File: src/rtl/riscv_ctrl_pkg.sv
`default_nettype none
// ============================================================================
// Module   : riscv_ctrl_pkg
// Brief    : Encodings shared by the multicycle RV32I control unit.
// Revision : 1.0
// ============================================================================
package riscv_ctrl_pkg;

    localparam logic [3:0] c_st_fetch    = 4'd0;
    localparam logic [3:0] c_st_decode   = 4'd1;
    localparam logic [3:0] c_st_memadr   = 4'd2;
    localparam logic [3:0] c_st_memread  = 4'd3;
    localparam logic [3:0] c_st_memwb    = 4'd4;
    localparam logic [3:0] c_st_memwrite = 4'd5;
    localparam logic [3:0] c_st_executer = 4'd6;
    localparam logic [3:0] c_st_executei = 4'd7;
    localparam logic [3:0] c_st_aluwb    = 4'd8;
    localparam logic [3:0] c_st_beq      = 4'd9;
    localparam logic [3:0] c_st_jal      = 4'd10;
    localparam logic [3:0] c_st_illegal  = 4'd11;

    localparam logic [6:0] c_op_load   = 7'b0000011;
    localparam logic [6:0] c_op_store  = 7'b0100011;
    localparam logic [6:0] c_op_rtype  = 7'b0110011;
    localparam logic [6:0] c_op_branch = 7'b1100011;
    localparam logic [6:0] c_op_itype  = 7'b0010011;
    localparam logic [6:0] c_op_jal    = 7'b1101111;

    localparam logic [1:0] c_aluop_add   = 2'b00;
    localparam logic [1:0] c_aluop_sub   = 2'b01;
    localparam logic [1:0] c_aluop_funct = 2'b10;

    localparam logic [2:0] c_alu_add = 3'b000;
    localparam logic [2:0] c_alu_sub = 3'b001;
    localparam logic [2:0] c_alu_and = 3'b010;
    localparam logic [2:0] c_alu_or  = 3'b011;
    localparam logic [2:0] c_alu_xor = 3'b100;
    localparam logic [2:0] c_alu_slt = 3'b101;
    localparam logic [2:0] c_alu_sll = 3'b110;
    localparam logic [2:0] c_alu_srl = 3'b111;

    localparam logic       c_adr_pc       = 1'b0;
    localparam logic       c_adr_aluout   = 1'b1;
    localparam logic [1:0] c_res_aluout   = 2'b00;
    localparam logic [1:0] c_res_data     = 2'b01;
    localparam logic [1:0] c_res_aluresult = 2'b10;
    localparam logic [1:0] c_srca_pc      = 2'b00;
    localparam logic [1:0] c_srca_oldpc   = 2'b01;
    localparam logic [1:0] c_srca_rs1     = 2'b10;
    localparam logic [1:0] c_srcb_rs2     = 2'b00;
    localparam logic [1:0] c_srcb_imm     = 2'b01;
    localparam logic [1:0] c_srcb_four    = 2'b10;
    localparam logic [1:0] c_imm_i        = 2'b00;
    localparam logic [1:0] c_imm_s        = 2'b01;
    localparam logic [1:0] c_imm_b        = 2'b10;
    localparam logic [1:0] c_imm_j        = 2'b11;

    function automatic logic [1:0] imm_src_for(input logic [6:0] op);
        case (op)
            c_op_store:  return c_imm_s;
            c_op_branch: return c_imm_b;
            c_op_jal:    return c_imm_j;
            default:     return c_imm_i;
        endcase
    endfunction

endpackage
`default_nettype wire

File: src/rtl/alu_decoder.sv
`default_nettype none
// ============================================================================
// Module   : alu_decoder
// Brief    : Maps alu_op plus instruction function bits to an ALU opcode.
// Revision : 1.0
// ============================================================================
module alu_decoder
    import riscv_ctrl_pkg::*;
(
    input  logic [1:0] alu_op,
    input  logic [2:0] funct3,
    input  logic       funct7b5,
    input  logic       op5,
    output logic [2:0] alu_control
);

    always_comb begin
        alu_control = c_alu_add;
        case (alu_op)
            c_aluop_add: alu_control = c_alu_add;
            c_aluop_sub: alu_control = c_alu_sub;
            c_aluop_funct: begin
                case (funct3)
                    // funct7b5 means sub only for register operands; addi ignores it
                    3'b000:  alu_control = (op5 & funct7b5) ? c_alu_sub : c_alu_add;
                    3'b111:  alu_control = c_alu_and;
                    3'b110:  alu_control = c_alu_or;
                    3'b100:  alu_control = c_alu_xor;
                    3'b010:  alu_control = c_alu_slt;
                    3'b001:  alu_control = c_alu_sll;
                    3'b101:  alu_control = c_alu_srl;
                    default: alu_control = c_alu_add;
                endcase
            end
            default: alu_control = c_alu_add;
        endcase
    end

endmodule
`default_nettype wire

File: src/rtl/multicycle_controller.sv
`default_nettype none
// ============================================================================
// Module   : multicycle_controller
// Brief    : Moore FSM sequencing the shared multicycle RV32I datapath.
// Revision : 1.0
// ============================================================================
module multicycle_controller
    import riscv_ctrl_pkg::*;
#(
    parameter int STATE_W  = 4,
    parameter int ALUCTL_W = 3
) (
    input  logic                clk,
    input  logic                rst_n,
    input  logic [6:0]          op,
    input  logic [2:0]          funct3,
    input  logic                funct7b5,
    input  logic                zero,
    input  logic                mem_ready,
    output logic                pc_write,
    output logic                adr_src,
    output logic                mem_write,
    output logic                ir_write,
    output logic [1:0]          result_src,
    output logic [1:0]          alu_src_a,
    output logic [1:0]          alu_src_b,
    output logic [1:0]          imm_src,
    output logic [ALUCTL_W-1:0] alu_control,
    output logic                reg_write,
    output logic                instr_retire,
    output logic                illegal_instr,
    output logic [STATE_W-1:0]  state_o
);

    logic [3:0] r_state;
    logic [3:0] w_next_state;
    logic       w_pc_update, w_branch, w_mem_write, w_ir_write;
    logic       w_reg_write, w_retire, w_illegal;
    logic [1:0] w_alu_op;
    logic [2:0] w_alu_ctl;

    always_ff @(posedge clk or negedge rst_n) begin
        if (!rst_n) r_state <= c_st_fetch;
        else        r_state <= w_next_state;
    end

    always_comb begin
        w_next_state = c_st_illegal;
        case (r_state)
            c_st_fetch:    w_next_state = mem_ready ? c_st_decode : c_st_fetch;
            c_st_decode: begin
                case (op)
                    c_op_load, c_op_store: w_next_state = c_st_memadr;
                    c_op_rtype:            w_next_state = c_st_executer;
                    c_op_itype:            w_next_state = c_st_executei;
                    c_op_branch:           w_next_state = c_st_beq;
                    c_op_jal:              w_next_state = c_st_jal;
                    default:               w_next_state = c_st_illegal;
                endcase
            end
            c_st_memadr:   w_next_state = op[5] ? c_st_memwrite : c_st_memread;
            c_st_memread:  w_next_state = mem_ready ? c_st_memwb : c_st_memread;
            c_st_memwb:    w_next_state = c_st_fetch;
            c_st_memwrite: w_next_state = mem_ready ? c_st_fetch : c_st_memwrite;
            c_st_executer: w_next_state = c_st_aluwb;
            c_st_executei: w_next_state = c_st_aluwb;
            c_st_aluwb:    w_next_state = c_st_fetch;
            c_st_beq:      w_next_state = c_st_fetch;
            c_st_jal:      w_next_state = c_st_aluwb;
            default:       w_next_state = c_st_illegal;
        endcase
    end

    always_comb begin
        w_pc_update = 1'b0;
        w_branch    = 1'b0;
        w_mem_write = 1'b0;
        w_ir_write  = 1'b0;
        w_reg_write = 1'b0;
        w_retire    = 1'b0;
        w_illegal   = 1'b0;
        w_alu_op    = c_aluop_add;
        adr_src     = c_adr_pc;
        result_src  = c_res_aluout;
        alu_src_a   = c_srca_pc;
        alu_src_b   = c_srcb_rs2;
        case (r_state)
            c_st_fetch: begin
                alu_src_b   = c_srcb_four;
                result_src  = c_res_aluresult;
                w_ir_write  = mem_ready;
                w_pc_update = mem_ready;
            end
            c_st_decode: begin
                alu_src_a = c_srca_oldpc;
                alu_src_b = c_srcb_imm;
            end
            c_st_memadr: begin
                alu_src_a = c_srca_rs1;
                alu_src_b = c_srcb_imm;
            end
            c_st_memread: adr_src = c_adr_aluout;
            c_st_memwb: begin
                result_src  = c_res_data;
                w_reg_write = 1'b1;
                w_retire    = 1'b1;
            end
            c_st_memwrite: begin
                adr_src     = c_adr_aluout;
                w_mem_write = 1'b1;
                w_retire    = mem_ready;
            end
            c_st_executer: begin
                alu_src_a = c_srca_rs1;
                w_alu_op  = c_aluop_funct;
            end
            c_st_executei: begin
                alu_src_a = c_srca_rs1;
                alu_src_b = c_srcb_imm;
                w_alu_op  = c_aluop_funct;
            end
            c_st_aluwb: begin
                w_reg_write = 1'b1;
                w_retire    = 1'b1;
            end
            c_st_beq: begin
                alu_src_a = c_srca_rs1;
                w_alu_op  = c_aluop_sub;
                w_branch  = 1'b1;
                w_retire  = 1'b1;
            end
            c_st_jal: begin
                alu_src_a   = c_srca_oldpc;
                alu_src_b   = c_srcb_four;
                w_pc_update = 1'b1;
            end
            default: w_illegal = 1'b1;
        endcase
    end

    alu_decoder u_alu_decoder (
        .alu_op      (w_alu_op),
        .funct3      (funct3),
        .funct7b5    (funct7b5),
        .op5         (op[5]),
        .alu_control (w_alu_ctl)
    );

    // Enables are held low for the whole reset window, even with mem_ready high.
    assign pc_write      = rst_n & (w_pc_update | (w_branch & zero));
    assign mem_write     = rst_n & w_mem_write;
    assign ir_write      = rst_n & w_ir_write;
    assign reg_write     = rst_n & w_reg_write;
    assign instr_retire  = rst_n & w_retire;
    assign illegal_instr = w_illegal;
    assign imm_src       = imm_src_for(op);
    assign alu_control   = ALUCTL_W'(w_alu_ctl);
    assign state_o       = STATE_W'(r_state);

endmodule
`default_nettype wire

File: config.mk
export PLATFORM = sky130hd
export DESIGN_NAME = multicycle_controller
export DESIGN_NICKNAME = d
export VERILOG_FILES = /design/src/rtl/riscv_ctrl_pkg.sv /design/src/rtl/alu_decoder.sv /design/src/rtl/multicycle_controller.sv
export SDC_FILE = /design/constraint.sdc
export NUM_CORES = 1
export LEC_CHECK = 0
export BUFFER_PORTS_ARGS = -buffer_cell sky130_fd_sc_hd__buf_2
export CORE_MARGIN = 10
export CORE_UTILIZATION = 44
export CTS_CLUSTER_DIAMETER = 100
export DETAILED_ROUTE_END_ITERATION = 7
export PLACE_DENSITY = 0.87
export SLEW_MARGIN = 5
export SYNTH_ARGS = -nofsm -noshare
export SYNTH_HDL_FRONTEND = slang
export SYNTH_HIERARCHICAL = 1
export SYNTH_SLANG_ARGS = --single-unit
File: constraint.sdc
create_clock -name clk -period 2.2 [get_ports clk]
set_input_delay 0.44 -clock clk [delete_from_list [all_inputs] [get_ports clk]]
set_output_delay 0.44 -clock clk [all_outputs]
set_load 0.005 [all_outputs]
==> impl_metrics.tcl <==
set metrics [dict create \
    drt-vias-per-instance 5.70 \
    synth_area_leaders "dfrtp_1 (14%), nor2b_1 (6.2%), nand2b_1 (5.3%), nor2_1 (4.7%), mux2i_1 (4.2%)" \
    outcome "finished clean" \
    gp_congestion 0.859 \
    p_comb_share_pct 78.6 \
    finalNonFillerCells 155 \
    yosys_register_bits 4 \
    cts.sinks 4 \
    layout.nets 158 \
    finalWorstSetupSlack_ns 0.0453 \
    ir_drop_mv 0.463 \
    cap_violations 0 \
    tns_ns 0 \
    timing.final.crit_share_pct 97.9 \
    swShare_pct 46.9 \
    slew_headroom_pct 79.2 \
    vias 884 \
    cpPeakStageDelay_ns 0.42 \
    cts_made_buffers 3 \
    cpLargestDelayFamily "simple AND/OR/NAND/NOR gates" \
    cp_cell_sequence "nand2b_4 -> nor2_2 -> inv_1 -> ha_1 -> and4bb_2 -> buf_2" \
    dr_wl_met2_mm 1.14 \
    total_power_mw 1.13 \
    cp-start-kind "flop" \
    dieArea_sq_um 3630 \
    initial_core_util_pct 46.7 \
    crit_path_max_fanout 4 \
    clk_path_buf_depth 2 \
    cts_tree "built" \
    drcViolationCount 0 \
    r2r_end "state_o[0]" \
    overflow 0 \
    dieWidth_um 60.2 \
    power.leakage_nw 0.505 \
    grt_usage_pct 12.3 \
    path_depth 6 \
    setup_viol 0 \
    powerDensity_nw_per_um2 1130 \
    syn_area_per_cell_sq_um 7.34 \
    r2r_slack_ns 0.85 \
    grt_max_degree 19 \
    fin_area_sq_um 1000 \
    p_sw_uw 532 \
    met1_length_um 933 \
    grt_pass1_wl_mm 3.72 \
    reg2reg_depth 5 \
    synth_top_area_share_pct 14.1 \
    routedWlPerCell_um 14.9 \
    htree_levels 1 \
    clkPwrFrac_pct 7.8 \
    cp.required_ns 1.76 \
    syn_inst 97 \
    ys.flop_type "dfrtp_1" \
    synth_area_leader_cell "dfrtp_1" \
    hpwl_mm 1.72 \
    internal_power_uw 602 \
    antennaDiodeCount 0 \
    criticalPathCategory "reg -> out" \
    placementRows 14 \
    clk_pin_slew_ns 0.04 \
    top_layer_used "met4" \
    endpoint_kind "output port" \
    largest_reg_flops 4 \
    synth-seq-area-share_pct 14.1 \
    syn_area_sq_um 712 \
    worst_slew_pin_slew_ns 0.309 \
    synth-async-reset-ratio_pct 100 \
    syn_nets 114 \
    grt_pass1_vias 846 \
    drive_above_1_share_pct 43.2 \
    dp.cells 147 \
    synth_edf_count 0 \
    reg2reg_from "state_o[2]" \
    dr.pass1.iters 4 \
    synth_cell_type_count 40 \
    syn_to_final_growth_pct 40.8 \
    routed_wl_mm 2.31 \
    fp.coreArea_sq_um 1520 \
    seqPwrFrac_pct 13.6 \
    cts_root_buf "clkbuf_4" \
    synthTopCellsByCount "nor2_1 (9), nor2b_1 (7), inv_1 (6), nand2b_1 (6)" \
    skew_ns 0.00278 \
    max_freq_mhz 464 \
    synth_most_common_cell "nor2_1" \
    antenna_found_initial 0 \
    placed_area_sq_um 912 \
    hold_class "in -> async" \
    route.met3.wl_um 227 \
    cp_num_buf_inv 2 \
    worst_skew_pair.late_latency_ns 0.23 \
    portBuffers 36 \
    arrival_ns 1.71 \
    slew_violations 0 \
    ios 37 \
    antenna_left 0 \
    hold_violations 0 \
    yosysWarningCount 6 \
    pre_cts_ws_ns 0.202 \
    dieHeight_um 60.2 \
    critical-path-slowest-cell "dfrtp_2" \
    min_period_ns 2.15 \
    hold_buffers 0 \
    drt_iter0_drc 31 \
]
-- worst register-to-register path, delay by kind of cell (launching register included) --
family,cells,cell delay [ns]
AO/OA/AOI/OAI,2,0.31
flip-flops,1,0.42
AND/OR/NAND/NOR,1,0.16
buffers and inverters,2,0.34
-- repair_timing --
action | 4_1_cts | 5_1_grt
buffers inserted | 3 | 2
endpoints found under the setup margin | 2 | 3
gates resized for setup | 1 | 8
pin swaps | 1 | 0
-- layer usage --
metal  global-route usage, %  vias to the layer above
met5                       0                        -
met4                    5.13                        0
met3                    3.60                        2
met2                    20.6                       43
met1                    14.2                      398
li1                        -                      441
-- power groups by stage --
| stage | sequential (mW) | clock [mW] | combinational (mW) |
|---|---|---|---|
| after floorplan | 0.144 | 0 | 0.529 |
| after global placement | 0.143 | 0 | 0.769 |
| after detailed placement | 0.145 | 0 | 0.789 |
| after CTS | 0.138 | 0.0931 | 0.824 |
| after global routing | 0.161 | 0.101 | 0.989 |
| final | 0.154 | 0.0888 | 0.892 |
-- stage by stage --
step / utilization, % / hold WS [ns]
global route: 65.8 / 0.0272
global placement: 59.9 / 0.276
floorplan: - / 0.144
finish: 65.8 / 0.0378
detailed placement: 59.9 / 0.276
CTS: 62.9 / 0.0281
-- placed cells by master (no fill, tap or decap), types with 3 or more instances in the layout --
| master | Yosys | final |
|---|---|---|
| buf_2 | 5 | 36 |
| buf_4 | 0 | 9 |
| nor2_1 | 9 | 7 |
| nor2b_1 | 7 | 6 |
| inv_1 | 6 | 6 |
| nor3_1 | 5 | 5 |
| nand2_1 | 5 | 5 |
| a21oi_1 | 5 | 5 |
| nand2b_1 | 6 | 4 |
| mux2i_1 | 3 | 3 |
| nor4_1 | 3 | 3 |
| o21ai_0 | 3 | 3 |
| clkbuf_4 | 0 | 3 |
-- cells by family (layout without fill, tap and decap cells) --
| family | Yosys count | count (layout) | synth area share [%] |
|---|---|---|---|
| buf+inv | 12 | 54 | 7.38 |
| fa+ha+maj | 2 | 2 | 3.51 |
| flops | 4 | 4 | 14.1 |
| mux | 3 | 3 | 4.22 |
| compound gates | 24 | 24 | 24.4 |
| simple gates | 48 | 48 | 41.5 |
| xor+xnor | 4 | 4 | 4.92 |
-- worst max path at each step --
stage               startpoint              to
floorplan           state_o[1]  alu_control[2]
global placement    state_o[2]  alu_control[2]
detailed placement  state_o[2]  alu_control[2]
CTS                 state_o[3]  alu_control[0]
global route        state_o[2]  alu_control[2]
finish              state_o[2]  alu_control[2]
-- area by class of cell --
| class | instances | area (sq um) |
|---|---|---|
| multi-input combinational | 81 | 587 |
| fill | 136 | 522 |
| clock buffer | 3 | 22.5 |
| tap | 16 | 20.0 |
| timing repair buffer | 45 | 248 |
| sequential | 4 | 103 |
| inverter | 6 | 22.5 |
Note: power is estimated with default switching activity, not from simulation.
